<file path="src/rtl/btn_cmd_arbiter.sv">
// Arbitrates latched button requests (INC/DEC/CLR/LOAD) into a single
// valid/ready command stream for an up/down counter.
//
// Handshake: cmd_valid, cmd_op and cmd_data are held stable while cmd_valid=1
// and cmd_ready=0. A command transfers on the rising edge where both are 1.
// cmd_valid never drops without a transfer unless reset is asserted.
module btn_cmd_arbiter #(
    parameter int W = 4
) (
    input  logic         clk,
    input  logic         reset,
    input  logic [3:0]   tick,
    input  logic [W-1:0] load_val,
    output logic         cmd_valid,
    output logic [1:0]   cmd_op,
    output logic [W-1:0] cmd_data,
    input  logic         cmd_ready,
    output logic [3:0]   pend,
    output logic [3:0]   ovf,
    output logic         o_dbg_state
);

    typedef enum logic {
        ST_IDLE  = 1'b0,
        ST_ISSUE = 1'b1
    } state_t;

    localparam logic [1:0] OP_INC  = 2'b00;
    localparam logic [1:0] OP_DEC  = 2'b01;
    localparam logic [1:0] OP_CLR  = 2'b10;
    localparam logic [1:0] OP_LOAD = 2'b11;

    state_t       r_state;
    state_t       w_state_next;
    logic [3:0]   r_pend;
    logic [3:0]   r_ovf;
    logic         r_cmd_valid;
    logic [1:0]   r_cmd_op;
    logic [W-1:0] r_cmd_data;
    logic [1:0]   r_rr_last;

    logic         w_grant_en;
    logic         w_retire;
    logic [1:0]   w_win_idx;
    logic [3:0]   w_grant_vec;
    logic         w_rr_found;
    logic [1:0]   w_rr_idx;

    // Opcode equals the tick bit index, so the winner index doubles as cmd_op.
    function automatic logic [2:0] rr_pick(
        input logic [3:0] p,
        input logic [1:0] a,
        input logic [1:0] b,
        input logic [1:0] c
    );
        logic [2:0] res;
        res = 3'b000;
        if (p[a]) begin
            res = {1'b1, a};
        end else if (p[b]) begin
            res = {1'b1, b};
        end else if (p[c]) begin
            res = {1'b1, c};
        end
        return res;
    endfunction

    // Round-robin over INC, DEC, LOAD; search starts after the last granted one.
    always_comb begin
        w_rr_found = 1'b0;
        w_rr_idx   = OP_INC;
        case (r_rr_last)
            OP_INC:  {w_rr_found, w_rr_idx} = rr_pick(r_pend, OP_DEC, OP_LOAD, OP_INC);
            OP_DEC:  {w_rr_found, w_rr_idx} = rr_pick(r_pend, OP_LOAD, OP_INC, OP_DEC);
            default: {w_rr_found, w_rr_idx} = rr_pick(r_pend, OP_INC, OP_DEC, OP_LOAD);
        endcase
    end

    always_comb begin
        w_win_idx = w_rr_idx;
        if (r_pend[2]) begin
            w_win_idx = OP_CLR;
        end
    end

    always_comb begin
        w_state_next = r_state;
        w_grant_en   = 1'b0;
        w_retire     = 1'b0;
        case (r_state)
            ST_IDLE: begin
                if (r_pend != 4'b0000) begin
                    w_grant_en   = 1'b1;
                    w_state_next = ST_ISSUE;
                end
            end
            ST_ISSUE: begin
                if (cmd_ready) begin
                    if (r_pend != 4'b0000) begin
                        w_grant_en = 1'b1;
                    end else begin
                        w_retire     = 1'b1;
                        w_state_next = ST_IDLE;
                    end
                end
            end
            default: w_state_next = ST_IDLE;
        endcase
    end

    always_comb begin
        w_grant_vec = 4'b0000;
        if (w_grant_en) begin
            case (w_win_idx)
                2'd0:    w_grant_vec = 4'b0001;
                2'd1:    w_grant_vec = 4'b0010;
                2'd2:    w_grant_vec = 4'b0100;
                default: w_grant_vec = 4'b1000;
            endcase
        end
    end

    always_ff @(posedge clk or negedge reset) begin
        if (!reset) begin
            r_state <= ST_IDLE;
        end else begin
            r_state <= w_state_next;
        end
    end

    // A tick on the bit being granted this edge re-arms it as a fresh request.
    always_ff @(posedge clk or negedge reset) begin
        if (!reset) begin
            r_pend <= 4'b0000;
            r_ovf  <= 4'b0000;
        end else begin
            r_pend <= tick | (r_pend & ~w_grant_vec);
            r_ovf  <= r_ovf | (tick & r_pend & ~w_grant_vec);
        end
    end

    always_ff @(posedge clk or negedge reset) begin
        if (!reset) begin
            r_cmd_valid <= 1'b0;
            r_cmd_op    <= OP_INC;
            r_cmd_data  <= '0;
            r_rr_last   <= OP_LOAD;
        end else if (w_grant_en) begin
            r_cmd_valid <= 1'b1;
            r_cmd_op    <= w_win_idx;
            r_cmd_data  <= (w_win_idx == OP_LOAD) ? load_val : '0;
            if (w_win_idx != OP_CLR) begin
                r_rr_last <= w_win_idx;
            end
        end else if (w_retire) begin
            r_cmd_valid <= 1'b0;
            r_cmd_op    <= OP_INC;
            r_cmd_data  <= '0;
        end
    end

    assign cmd_valid   = r_cmd_valid;
    assign cmd_op      = r_cmd_op;
    assign cmd_data    = r_cmd_data;
    assign pend        = r_pend;
    assign ovf         = r_ovf;
    assign o_dbg_state = (r_state == ST_ISSUE);

endmodule

</file>
<file path="config.mk">
export PLATFORM = sky130hd
export DESIGN_NAME = btn_cmd_arbiter
export DESIGN_NICKNAME = d
export VERILOG_FILES = /design/src/rtl/btn_cmd_arbiter.sv
export SDC_FILE = /design/constraint.sdc
export NUM_CORES = 1
export LEC_CHECK = 0
export CAP_MARGIN = 20
export CORE_UTILIZATION = 47
export CTS_CLUSTER_SIZE = 24
export DETAILED_ROUTE_END_ITERATION = 16
export PLACE_DENSITY_LB_ADDON = 0.3
export SYNTH_ARGS = -nofsm -noshare
export SYNTH_HDL_FRONTEND = slang
export SYNTH_SLANG_ARGS = --single-unit
export TNS_END_PERCENT = 100
</file>
<file path="constraint.sdc">
create_clock -name clk -period 2.1 [get_ports clk]
set_input_delay 0.42 -clock clk [delete_from_list [all_inputs] [get_ports clk]]
set_output_delay 0.42 -clock clk [all_outputs]
set_load 0.05 [all_outputs]
</file>
==> metrics.cfg, run 1 <==
[synthesis]
yosys_register_bits = 18
syn_area_um2 = 837
synth_edf_count = 0
yosysSeqAreaShare_pct = 54.1
ys_types = 29
synth_top_flop_cell = dfrtp_1
synthArstFlopShare_pct = 100
ys_warn_count = 0
syn-num-nets = 86
syn_avg_cell_area_um2 = 11.2
syn_inst = 75

[final_layout]
postLayoutCellArea_um2 = 1120
area_delta_synth_final_pct = 34.4
n_fill_cell = 135
multi_input_comb_area_um2 = 332
seq_area_um2 = 453
fin_util_pct = 71.3
nets = 115
drive_above_1_share_pct = 19.4
antenna_cells = 0

[worst_setup_path]
rr_startpoint = pend[1]
critPathKind = reg2out
path_cells = clkdlybuf4s50_1
cp_num_buf_inv = 1
setup.worst_path.start = o_dbg_state
cp-start-kind = flip-flop
slowest_stage = clkdlybuf4s50_1
crit_path_end_kind = output port
reg2reg_to = cmd_data[1]
rrSetupSlack_ns = 0.63
crit_required_ns = 1.68
crit_path_end = o_dbg_state
crit_family = buffers and inverters
reg2reg_depth = 4
max_stage_delay_ns = 0.82
path_depth = 1
cp_max_fo = 3
cp.arrival_ns = 1.49

[floorplanning]
ios = 27
core-area_um2 = 1580
die-area_um2 = 1950
die_w_um = 44.2
die_h_um = 44.2
rows = 14
initial_core_util_pct = 53.1

[pwr]
clockPowerShare_pct = 18.5
pwr-share-seq_pct = 47.4
p_per_area_nw_per_um2 = 859
ir_drop_mv = 0.545
swShare_pct = 37.2
comb_power_share_pct = 34.1
p_int_uw = 607
p_leak_uw = 0.000470
power.switching_uw = 360

[route]
wl_um = 1680
ant_nets = 0
viasPerCell = 5.61
drt_pre_antenna_iters = 6
drtIter0Drc = 13
wl_per_cell_um = 14.1
vias = 668
drc = 0

[grt]
antenna_found_initial = 0
grt_first_pass_wirelength_um = 2980
grt_usage_pct = 21.0
grt_pass1_vias = 693
grt_max_degree = 19
grt_remaining_overflow = 0

[place]
hpwl_um = 1280
io_buffers = 26
place_area_um2 = 1090
place.gp.congestion = 0.781

[clock_network]
cts_root_buf = clkbuf_4
clkSinkCount = 18
cts_buffers = 3
clkTransAtPathRegs_ns = 0.11
cts.path.max_buffers = 2
clk_latency_ns = 0.29
htree_levels = 1
cts_tree = built
postCtsSetupBuffers = 0

[timing]
slew_headroom_pct = 65.6
tns_ns = 0
finClkSkew_ns = 0.0110
tightest_slew_ns = 0.514
timing.final.max_slew_violations = 0
setup_viol = 0
timing.fmax_mhz = 523
final-hold-violation-count = 0
rsz0062_at_grt = false
fin_crit_sh_pct = 91.1
layout_min_cycle_time_ns = 1.91

[run]
drv_cap = 0

[hold_path]
hp-class = in2async

[run_status]
status = complete, no violations

==> cell usage in the layout (no fill, tap or decap), types with 2 or more instances in the layout <==
cell type,n
clkdlybuf4s50_1,22
dfrtp_1,16
nand2_1,8
inv_1,6
nand3_1,6
o21ai_1,4
a21o_1,4
a31o_1,3
clkbuf_4,3
buf_4,3
a21oi_1,2
nor2_1,2
o31ai_2,2
o31ai_1,2
dlymetal6s2s_1,2
dfstp_2,2
==> how the worst min path moves through the flow <==
stage          startpoint          end  slack (ns)  cells after the start
2_1_floorplan       reset  cmd_data[0]        0.12                      0
3_3_place_gp       ovf[0]       ovf[0]        0.45                      1
3_5_place_dp       ovf[2]       ovf[2]        0.46                      1
4_1_cts             reset    cmd_valid        0.47                      2
5_1_grt             reset    cmd_valid        0.48                      2
6_report            reset    cmd_valid        0.46                      2
==> synthesized netlist by cell type (2+ instances only) <==
| library cell | number | share of area [%] |
|---|---|---|
| dfrtp_1 | 16 | 48 |
| a31o_1 | 3 | 3.1 |
| inv_1 | 6 | 2.7 |
| buf_4 | 2 | 1.8 |
| nor2_1 | 2 | 0.90 |
| o31ai_1 | 2 | 1.8 |
| o21ai_1 | 4 | 2.4 |
| a21oi_1 | 2 | 1.2 |
| o31ai_2 | 2 | 3.0 |
| a21o_1 | 4 | 3.6 |
| dfstp_2 | 2 | 6.3 |
| nand2_1 | 8 | 3.6 |
| nand3_1 | 6 | 3.6 |
==> power groups by stage <==
stage / logic, µW / registers, µW / clock network (µW)
2_1_floorplan: 171 / 524 / 0
4_1_cts: 333 / 459 / 184
6_report: 330 / 458 / 179
5_1_grt: 356 / 465 / 194
3_5_place_dp: 333 / 465 / 0
3_3_place_gp: 323 / 460 / 0
==> layout make-up <==
cell class,count,area share (%)
repair buffers,27,23.8
clock buffers,4,2.34
flip-flops and latches,18,40.3
well taps,16,1.78
multi-input cells,47,29.5
inverters,7,2.34
==> sequential cells by signal, indices dropped and copies added (netlist names) <==
signal,count
cmd_valid,1
ovf,4
cmd_data,4
pend,4
cmd_op,2
o_dbg_state,1
r_rr_last,2
==> metal layers <==
| metal | global-route usage, % | vias up | routed length, µm |
|---|---|---|---|
| met3 | 3.67 | 2 | 69 |
| met1 | 26.4 | 327 | 757 |
| li1 | - | 320 | - |
| met2 | 35.6 | 19 | 839 |
| met4 | 9.09 | 0 | 12 |
| met5 | 0 | - | 0 |
==> cells by family (layout without fill, tap and decap cells) <==
family | count (synthesis) | in the layout | synth area share, %
compound gates | 22 | 22 | 20.6
flops | 18 | 18 | 54.1
simple gates | 25 | 25 | 19.0
buf+inv | 10 | 38 | 6.28
==> stage by stage <==
stage          power (µW)  hold WS [ns]  setup slack [ns]  instances
2_1_floorplan         695         0.124             0.533         75
3_3_place_gp          783         0.452             0.341        115
3_5_place_dp          797         0.464             0.273        115
4_1_cts               976         0.473           0.00412        119
5_1_grt              1010         0.477             0.159        119
6_report              967         0.462             0.188        119
==> what timing repair did <==
action                                  CTS  global route
endpoints found under the setup margin    0             2
hold buffers                              0             0
gates resized for setup                   0             2
No activity file was read; power rests on OpenSTA's default activity.
==> run 2, diff against run 1 <==
--- a/config.mk
+++ b/config.mk
@@ -6,6 +6,7 @@
 export NUM_CORES = 1
 export LEC_CHECK = 0
 export CAP_MARGIN = 20
+export CORE_ASPECT_RATIO = 0.8
 export CORE_UTILIZATION = 47
 export CTS_CLUSTER_SIZE = 24
 export DETAILED_ROUTE_END_ITERATION = 16
==> run 2 against run 1 <==
Net effect: hold slack worse by 0.026 ns; register-to-register slack better by 0.03 ns; clock skew down 0.0053 ns; critical path type unchanged; utilization down 1.7 points; largest power group unchanged; sequential share of layout area down 0.66 points.
==> metrics.cfg, run 2 (synthesis results as in run 1) <==
[run_status]
status = complete, no violations

[worst_setup_path]
cp-start-kind = flip-flop
critPathKind = reg2out
rrSetupSlack_ns = 0.66  ; +0.03 ns
cp_num_buf_inv = 1  ; unchanged
cp_max_fo = 2  ; -1
max_stage_delay_ns = 0.81  ; about the same
reg2reg_depth = 4  ; unchanged
reg2reg_to = cmd_data[0]
rr_startpoint = pend[1]
crit_family = buffers and inverters
slowest_stage = clkdlybuf4s50_1
path_cells = clkdlybuf4s50_1
cp.arrival_ns = 1.49  ; about the same
crit_path_end_kind = output port
path_depth = 1  ; unchanged
crit_required_ns = 1.68  ; about the same

[route]
drtIter0Drc = 15  ; +2
wl_um = 1750  ; +4.4%
ant_nets = 0  ; unchanged
vias = 684  ; +2.4%
wl_per_cell_um = 13.9  ; -1.4%
drt_pre_antenna_iters = 4  ; -2
drc = 0  ; unchanged
viasPerCell = 5.43  ; -3.3%

[pwr]
swShare_pct = 36.5  ; -0.75 points
comb_power_share_pct = 33.7  ; -0.4 points
ir_drop_mv = 0.605  ; +11%
pwr-share-seq_pct = 44.9  ; -2.5 points
clockPowerShare_pct = 21.4  ; +2.9 points
p_per_area_nw_per_um2 = 882  ; +2.7%
power.switching_uw = 368  ; +2.3%
p_int_uw = 641  ; +5.6%
p_leak_uw = 0.000473  ; +0.76%

[clock_network]
cts.path.max_buffers = 2  ; unchanged
ctsHoldBuffers = 0  ; unchanged
postCtsSetupBuffers = 0  ; unchanged
ctsResizeCount = 1  ; +1
cts_root_buf = clkbuf_4
htree_levels = 1  ; unchanged
clkTransAtPathRegs_ns = 0.10  ; about the same
clkSinkCount = 18  ; unchanged
cts_tree = built
cts_buffers = 3  ; unchanged
clk_latency_ns = 0.30  ; about the same

[timing]
finClkSkew_ns = 0.00566  ; -0.00531 ns
tightest_slew_ns = 0.508  ; -0.00626 ns
slew_headroom_pct = 66.1  ; +0.42 points
fin_crit_sh_pct = 91.1  ; about the same
rsz0062_at_grt = false
timing.fmax_mhz = 523  ; about the same
tns_ns = 0  ; unchanged
timing.final.max_slew_violations = 0  ; unchanged
final-hold-violation-count = 0  ; unchanged
setup_viol = 0  ; unchanged
layout_min_cycle_time_ns = 1.91  ; +0.00105 ns
finalWorstSetupSlack_ns = 0.187  ; -0.00105 ns

[place]
io_buffers = 26  ; unchanged
dp_slack_ns = 0.308  ; +0.0353 ns
place.gp.congestion = 0.780  ; -0.13%
hpwl_um = 1340  ; +5.0%
place_area_um2 = 1110  ; +1.4%

[floorplanning]
rows = 13  ; -1
core-area_um2 = 1640  ; +4.2%
die-area_um2 = 1950  ; about the same
die_w_um = 49.2  ; +11%
ios = 27  ; unchanged
initial_core_util_pct = 51.0  ; -2.1 points
die_h_um = 39.7  ; -10%

[grt]
grt_remaining_overflow = 0  ; unchanged
grt_max_degree = 19  ; unchanged
grt_usage_pct = 22.1  ; +1.1 points
antenna_found_initial = 0  ; unchanged
grt_first_pass_wirelength_um = 2950  ; -1.1%
grt_pass1_vias = 651  ; -6.1%

[hold_path]
hp-class = in2async

[run]
drv_cap = 0  ; unchanged

[final_layout]
layout_common_cells = clkdlybuf4s50_1 (23), dfrtp_1 (16), nand2_1 (8), inv_1 (6), nand3_1 (6)
n_fill_cell = 131  ; -3.0%
nets = 116  ; +0.87%
antenna_cells = 0  ; unchanged
postLayoutCellArea_um2 = 1140  ; +1.7%
drive_above_1_share_pct = 21.2  ; +1.7 points
area_delta_synth_final_pct = 36.6
layout_commonest_cell = clkdlybuf4s50_1

## run 2: cell types whose count changed in the layout (fill, tap and decap cells not counted)
| cell | before | now |
|---|---|---|
| dlymetal6s2s_1 | 2 | 0 |
| clkbuf_1 | 1 | 0 |
| buf_4 | 3 | 4 |
| dlygate4sd2_1 | 0 | 1 |
| clkdlybuf4s50_1 | 22 | 23 |
| clkbuf_8 | 0 | 1 |
## run 2: metal layers
layer / up-vias / wire length, µm / track usage [%]
met3: 4 / 131 / 6.20
met1: 329 / 710 / 24.8
li1: 324 / - / -
met2: 27 / 887 / 39.7
met5: - / 0 / 0
met4: 0 / 23 / 11.0
## run 2: how the worst max path moves through the flow
stage,start,slack [ns],endpoint
finish,ovf[3],0.19,ovf[3]
global route,ovf[3],0.13,ovf[3]
CTS,ovf[3],0.17,ovf[3]
detailed placement,cmd_ready,0.31,ovf[1]
global placement,cmd_ready,0.33,cmd_data[1]
floorplan,pend[3],0.53,ovf[1]
## run 2: per-stage QoR
step | power [µW] | utilization (%) | instances | hold WS, ns
final | 1010 | 69.6 | 126 | 0.435
after global routing | 1060 | 69.6 | 126 | 0.451
after CTS | 1020 | 69.6 | 126 | 0.434
after detailed placement | 800 | 67.5 | 122 | 0.456
after global placement | 787 | 67.5 | 122 | 0.451
after floorplan | 695 | - | 75 | 0.124
## run 2: cell type report
type,count,area [µm²],area share (%)
clock buffer,4,36.3,3.17
timing repair buffer,28,269,23.5
inverter,7,26.3,2.30
sequential,18,453,39.6
tap,22,27.5,2.41
multi-input combinational,47,332,29.0
## run 2: power groups by stage
| stage | Clock (µW) | Sequential [µW] | Combinational, µW |
|---|---|---|---|
| after floorplan | 0 | 524 | 171 |
| after global placement | 0 | 455 | 331 |
| after detailed placement | 0 | 460 | 340 |
| after CTS | 224 | 453 | 342 |
| after global routing | 235 | 459 | 366 |
| final | 216 | 453 | 340 |
==> run 3, diff against run 2 <==
--- a/config.mk
+++ b/config.mk
@@ -6,8 +6,10 @@
 export NUM_CORES = 1
 export LEC_CHECK = 0
 export CAP_MARGIN = 20
+export CELL_PAD_IN_SITES_DETAIL_PLACEMENT = 0
+export CELL_PAD_IN_SITES_GLOBAL_PLACEMENT = 1
 export CORE_ASPECT_RATIO = 0.8
-export CORE_UTILIZATION = 47
+export CORE_UTILIZATION = 36
 export CTS_CLUSTER_SIZE = 24
 export DETAILED_ROUTE_END_ITERATION = 16
 export PLACE_DENSITY_LB_ADDON = 0.3
==> run 3 against run 2 <==
Net effect: flip-flop and latch count did not move; worst setup slack improved by 0.015 ns; fmax rose by 0.81%; hold slack better by 0.0083 ns; total power down 4.4%; register-to-register slack worse by 0.05 ns; first-iteration DRC count grew 110%; utilization fell by 18 points; via count is 3.9% lower; clock power decreased by 18%; final cell count rose by 1.6%; sequential power up 1%; highest routed layer unchanged.
==> metrics.cfg, run 3 (synthesis results as in run 1) <==
[floorplanning]
core-area_um2 = 2180  ; +33%
die-area_um2 = 2520  ; +29%
die_h_um = 45.1  ; +14%
rows = 15  ; +2
initial_core_util_pct = 38.4  ; -13 points
die_w_um = 55.9  ; +14%
ios = 27  ; unchanged

[run_status]
status = complete, no violations

[worst_setup_path]
reg2reg_depth = 4  ; unchanged
crit_path_end_kind = output port
cp.arrival_ns = 1.48  ; about the same
reg2reg_to = cmd_data[2]
setup.worst_path.start = o_dbg_state
crit_family = buffers and inverters
cp_max_fo = 3  ; +1
rr_startpoint = pend[1]
cp-start-kind = flip-flop
slowest_stage = clkdlybuf4s50_1
crit_path_end = o_dbg_state
path_depth = 1  ; unchanged
critPathKind = reg2out
rrSetupSlack_ns = 0.61  ; -0.05 ns
path_cells = clkdlybuf4s50_1
cp_num_buf_inv = 1  ; unchanged
max_stage_delay_ns = 0.81  ; about the same
crit_required_ns = 1.68  ; about the same

[timing]
timing.final.max_slew_violations = 0  ; unchanged
setup_viol = 0  ; unchanged
layout_min_cycle_time_ns = 1.90  ; -0.0154 ns
final-hold-violation-count = 0  ; unchanged
finClkSkew_ns = 0.00776  ; +0.00210 ns
tns_ns = 0  ; unchanged
fin_crit_sh_pct = 90.4  ; -0.74 points
slew_headroom_pct = 66.8  ; +0.77 points
rsz0062_at_grt = false
timing.fmax_mhz = 527  ; +0.81%
tightest_slew_ns = 0.496  ; -0.0114 ns

[pwr]
p_leak_uw = 0.000467  ; -1.3%
pwr-share-seq_pct = 47.5  ; +2.6 points
ir_drop_mv = 0.491  ; -19%
swShare_pct = 37.2  ; +0.76 points
finalPower_uw = 965  ; -4.4%
p_per_area_nw_per_um2 = 852  ; -3.4%
power.switching_uw = 359  ; -2.4%
comb_power_share_pct = 34.2  ; +0.5 points
p_int_uw = 605  ; -5.5%
clockPowerShare_pct = 18.3  ; -3.1 points

[run]
drv_cap = 0  ; unchanged

[final_layout]
layout_common_cells = clkdlybuf4s50_1 (22), dfrtp_1 (16), nand2_1 (8), inv_1 (6), nand3_1 (6)
seq_area_um2 = 453  ; unchanged
fin_util_pct = 52.0  ; -18 points
postLayoutCellArea_um2 = 1130  ; -0.98%
area_delta_synth_final_pct = 35.3
n_fill_cell = 216  ; +65%
drive_above_1_share_pct = 19.4  ; -1.7 points
nets = 115  ; -0.86%
layout_commonest_cell = clkdlybuf4s50_1
antenna_cells = 0  ; unchanged
multi_input_comb_area_um2 = 332  ; unchanged

[place]
hpwl_um = 1220  ; -8.6%
io_buffers = 26  ; unchanged
place_area_um2 = 1100  ; -0.34%
place.gp.congestion = 0.681  ; -13%

[hold_path]
hp-class = in2async

[grt]
grt_remaining_overflow = 0  ; unchanged
grt_usage_pct = 14.6  ; -7.5 points
grt_pass1_vias = 605  ; -7.1%
antenna_found_initial = 0  ; unchanged
grt_first_pass_wirelength_um = 2800  ; -4.9%
grt_max_degree = 19  ; unchanged

[clock_network]
htree_levels = 1  ; unchanged
cts_buffers = 3  ; unchanged
ctsHoldBuffers = 0  ; unchanged
clk_latency_ns = 0.29  ; about the same
clkSinkCount = 18  ; unchanged
postCtsSetupBuffers = 0  ; unchanged
cts_root_buf = clkbuf_4
cts_tree = built
clkTransAtPathRegs_ns = 0.10  ; about the same
cts.path.max_buffers = 2  ; unchanged

[route]
vias = 657  ; -3.9%
drt_pre_antenna_iters = 4  ; unchanged
viasPerCell = 5.13  ; -5.4%
drc = 0  ; unchanged
drtIter0Drc = 31  ; +16
wl_um = 1680  ; -4.1%
ant_nets = 0  ; unchanged
wl_per_cell_um = 13.1  ; -5.6%

[run 3: changes by cell type in the layout (fill, tap and decap cells not counted)]
cell | before | now
buf_4 | 4 | 3
clkbuf_1 | 0 | 1
clkbuf_8 | 1 | 0
clkdlybuf4s50_1 | 23 | 22
dlymetal6s2s_1 | 0 | 1
[run 3: how the worst min path moves through the flow]
stage,startpoint,to,slack (ns),cells after the start
2_1_floorplan,reset,cmd_data[0],0.12,0
3_3_place_gp,ovf[3],ovf[3],0.45,1
3_5_place_dp,ovf[3],ovf[3],0.45,1
4_1_cts,reset,ovf[1],0.44,2
5_1_grt,reset,ovf[1],0.48,2
6_report,reset,cmd_data[3],0.44,2
[run 3: metrics by stage]
step           setup slack, ns  hold slack, ns  cells
5_1_grt                  0.142           0.478    128
2_1_floorplan            0.533           0.124     75
3_3_place_gp             0.308           0.447    124
3_5_place_dp             0.294           0.453    124
6_report                 0.202           0.444    128
4_1_cts                 0.0140           0.441    128
[run 3: area by class of cell]
type	instances	share of cell area (%)
repair buffers	27	23.3
multi-input cells	47	29.3
clock buffers	4	2.32
flip-flops and latches	18	40.0
inverters	7	2.32
well taps	25	2.76
[run 3: power groups by stage]
stage | Clock (µW) | Sequential [µW] | Combinational (µW)
final | 177 | 458 | 330
after global routing | 200 | 465 | 355
after CTS | 188 | 459 | 332
after detailed placement | 0 | 465 | 333
after global placement | 0 | 462 | 331
after floorplan | 0 | 524 | 171
[run 3: routing by layer]
layer  share of wire (%)  up-vias  track usage [%]
met5                   0        -                0
li1                    -      324                -
met2                  44       17             21.2
met4                0.54        0             2.93
met1                  50      314             20.5
met3                 5.4        2             6.30
[run 3: repair_timing]
item,4_1_cts,5_1_grt
endpoints found under the setup margin,1,1
cloned,0,0
resized for setup,1,1
pin swaps,0,0
endpoints found under the hold margin,0,0
==> patch 1: new RTL, settings of run 2 <==
Set the parameter `W` to 6 (it was 4).
--- a/src/rtl/btn_cmd_arbiter.sv
+++ b/src/rtl/btn_cmd_arbiter.sv
@@ -6,5 +6,5 @@
 // cmd_valid never drops without a transfer unless reset is asserted.
 module btn_cmd_arbiter #(
-    parameter int W = 4
+    parameter int W = 6
 ) (
     input  logic         clk,
Ports: changed (resized cmd_data and load_val); port bits go from 27 to 31. No check against the original RTL was run, so the function may have changed too.
==> patch 1 against run 2 <==
Combinational power shrank 2%; wire length rose by 11%; sequential cell count grew 2; hold slack better by 0.011 ns; total power down 1.5%; non-clock buffer count up 4; setup slack gained 0.0016 ns; area after synthesis increased by 3.6%; cell area increased by 6.5%; largest power group unchanged.
==> patch 1: results (changes against run 2) <==
metric;value;unit;change
status;completed;;
timing.rr.start;o_dbg_state;;
use_met2;0.397;;-0.000594
finalNetCount;120;;+3.4%
pg_comb;333;uW;-2%
use_met3;0.0795;;+0.0175
hold_class;primary input to async pin;;
synth.mux.area_fraction;0;;unchanged
hpwl;1420;microns;+6.3%
gp_congestion;0.781;;about the same
grt_max_degree;21;;+2
p_seq;488;uW;+7.7%
vdd_drop_max;0.513;mV;-15%
drt-initial-drc-count;19;;+4
critPathCapture;ovf[2];;
ys_types;33;;+14%
worstSetupStartpoint;ovf[2];;
port_buffers;30;;+15%
post_dp_cell_area;1190;sq um;+7.3%
drive_above_1_share;0.181;;-0.0306
slew_headroom;0.653;;-0.00752
grt_pass1_wl;3030;microns;+2.8%
clock.fmax;0.523;GHz;about the same
leakagePower;0.485;nW;+2.5%
wl_met3;95;microns;-27%
met1_usage;0.251;;+0.00299
synth.area.top_cells;dfrtp_1, dfstp_2, a22o_1;;
worstRegToRegCells;4;;unchanged
vias;717;;+4.8%
r2r_end;ovf[1];;
grt_use_total;0.219;;-0.00159
postRouteWirelength;1950;microns;+11%
synth_edf_count;0;;unchanged
clock_power;173;uW;-20%
synth-adder-area-share;0;;unchanged
dp_worst_setup_slack;-0.0128;ns;-0.321 ns
cts_resized;0;;-1
grt_pass1_vias;644;;-1.1%
wl_met1;866;microns;+22%
yosysSeqAreaShare;0.580;;+0.0390
syn_nets;85;;-1.2%
syn_area_per_cell;12.0;sq um;+7.9%
clock_skew;0.00340;ns;-0.00226 ns
yosys-top-cells-count;dfrtp_1, a22o_1, nand2_1;;
fin_util;0.727;;+0.0305
r2r_slack;0.46;ns;-0.20 ns
p_int;642;uW;+0.19%
fillCellCount;126;;-3.8%
wl_met2;976;microns;+10%
synth_compound_area_frac;0.253;;+0.0462
wl_per_cell;15.3;microns;+10%
patch 1: worst min path at each step:
| stage | to | slack, ns | depth (start not counted) |
|---|---|---|---|
| 2_1_floorplan | cmd_data[0] | 0.12 | 0 |
| 3_5_place_dp | ovf[3] | 0.46 | 1 |
| 6_report | pend[2] | 0.45 | 2 |
| 4_1_cts | ovf[0] | 0.45 | 2 |
| 3_3_place_gp | ovf[0] | 0.45 | 1 |
| 5_1_grt | ovf[1] | 0.45 | 2 |
patch 1: area by class of cell:
class / count / area share
well taps: 22 / 0.0226
flip-flops and latches: 20 / 0.413
clock buffers: 3 / 0.0185
repair buffers: 32 / 0.259
inverters: 2 / 0.00617
multi-input cells: 48 / 0.281
patch 1: cell families (layout without fill, tap and decap cells):
| family | count (synthesis) | after routing |
|---|---|---|
| compound gates | 27 | 27 |
| simple gates | 21 | 21 |
| flops | 20 | 20 |
| buf+inv | 4 | 37 |
==> patch 2: new RTL, config.mk and constraints of run 2 <==
Made on the original files. Register the output `o_dbg_state`, without a reset; this adds one clock of latency there. The other outputs are not delayed to match.
--- a/src/rtl/btn_cmd_arbiter.sv
+++ b/src/rtl/btn_cmd_arbiter.sv
@@ -165,5 +165,7 @@
     assign pend        = r_pend;
     assign ovf         = r_ovf;
-    assign o_dbg_state = (r_state == ST_ISSUE);
+    always_ff @(posedge clk) begin
+        o_dbg_state <= (r_state == ST_ISSUE);
+    end
 
 endmodule
Check against the original RTL: not equivalent (Yosys sat finds a counterexample within 4 cycles, from zero or initial values and one cycle with reset low).
==> patch 2 against run 2 <==
Area after synthesis increased by 3.1%; critical path depth unchanged; count of clock-buffer cells in the layout unchanged; wire length decreased by 3.5%; cell area increased by 0.98%; first-iteration DRC count decreased by 67%; clock skew increased by 0.00066 ns; sequential share of layout area increased by 1.3 points; global-route usage decreased by 2.3 points; total power decreased by 2.3%; sequential power increased by 4.9%; sequential cell count increased by 1; setup slack improved by 0.031 ns; synthesized cell count increased by 1.3%; critical endpoint unchanged; largest power group unchanged.
==> patch 2: results (changes against run 2) <==
metric;value;unit;change
synth_top_flop_cell;dfrtp_1;;
grt_pass1_wl;2710;microns;-8.0%
status;completed;;
vias;658;;-3.8%
met1_usage;0.260;;+0.0125
leakagePower;0.479;nW;+1.3%
syn_area_per_cell;11.4;sq um;+1.8%
vias_per_cell;5.22;;-3.8%
synth.area.top_cells;dfrtp_1, dfstp_2, o31ai_2;;
async_flop_share;0.947;;-0.0526
vdd_drop_max;0.569;mV;-6.0%
hpwl;1290;microns;-3.6%
slowest_stage;clkdlybuf4s50_1;;
hold_class;flop to flop;;
clock_skew;0.00632;ns;+0.000659 ns
wl_met2;838;microns;-5.5%
yosysSeqAreaShare;0.548;;+0.00672
synthXorXnorAreaFrac;0;;unchanged
grt_use_total;0.197;;-0.0234
worstSetupStartpoint;ovf[3];;
ys_types;30;;+3.4%
cp_slowest_stage_delay;0.80;ns;
cts-root-buf;clkbuf_4;;
postRouteWirelength;1690;microns;-3.5%
use_met2;0.321;;-0.0763
power_frac_clock;0.181;;-0.033
power.switching;361;uW;-2.1%
drt-initial-drc-count;5;;-10
fillCellCount;134;;+2.3%
yosys-top-cells-count;dfrtp_1, nand2_1, inv_1, nand3_1, o31ai_2;;
gp_congestion;0.800;;+2.5%
grt_pass1_vias;552;;-15%
port_buffers;26;;unchanged
diodes;0;;unchanged
cts_resized;0;;-1
wl_met1;770;microns;+8.5%
cp.arrival;1.46;ns;-0.03 ns
cts-buffers-inserted;3;;unchanged
synth.mux.area_fraction;0;;unchanged
grt_max_degree;13;;-6
wl_met3;68;microns;-48%
slew_headroom;0.668;;+0.00770
synth_compound_area_frac;0.213;;+0.00677
htree_levels;1;;unchanged
syn_nets;87;;+1.2%
use_met3;0.0568;;-0.00520
post_dp_cell_area;1120;sq um;+1.4%
p_seq_frac;0.481;;+0.032
drive_above_1_share;0.231;;+0.0192
p_seq;475;uW;+4.9%
patch 2: changes by cell type after synthesis, sizes merged:
cell / before / now
dfxtp: 0 / 1
patch 2: cell type report:
class | instances | area (sq um) | area share
Timing Repair Buffer | 27 | 268 | 0.232
Sequential cell | 19 | 473 | 0.410
Multi-Input combinational cell | 47 | 334 | 0.289
Clock buffer | 4 | 26.3 | 0.0228
Tap cell | 22 | 27.5 | 0.0238
Inverter | 7 | 26.3 | 0.0228
patch 2: per-stage QoR:
step / setup WS (ns) / util
floorplan: 0.534 / -
global placement: 0.264 / 0.671
detailed placement: 0.175 / 0.671
CTS: 0.0199 / 0.686
global route: 0.155 / 0.689
finish: 0.218 / 0.689
patch 2: final timing paths:
path,end,slack (ns),depth (start not counted)
min in group asynchronous,ovf[1],0.42,1
setup reg to reg,cmd_data[1],0.58,4
max in group asynchronous,cmd_data[2],1.19,2
hold / removal,o_dbg_state,0.39,0
hold reg to reg,o_dbg_state,0.39,0
setup / recovery,ovf[3],0.22,1
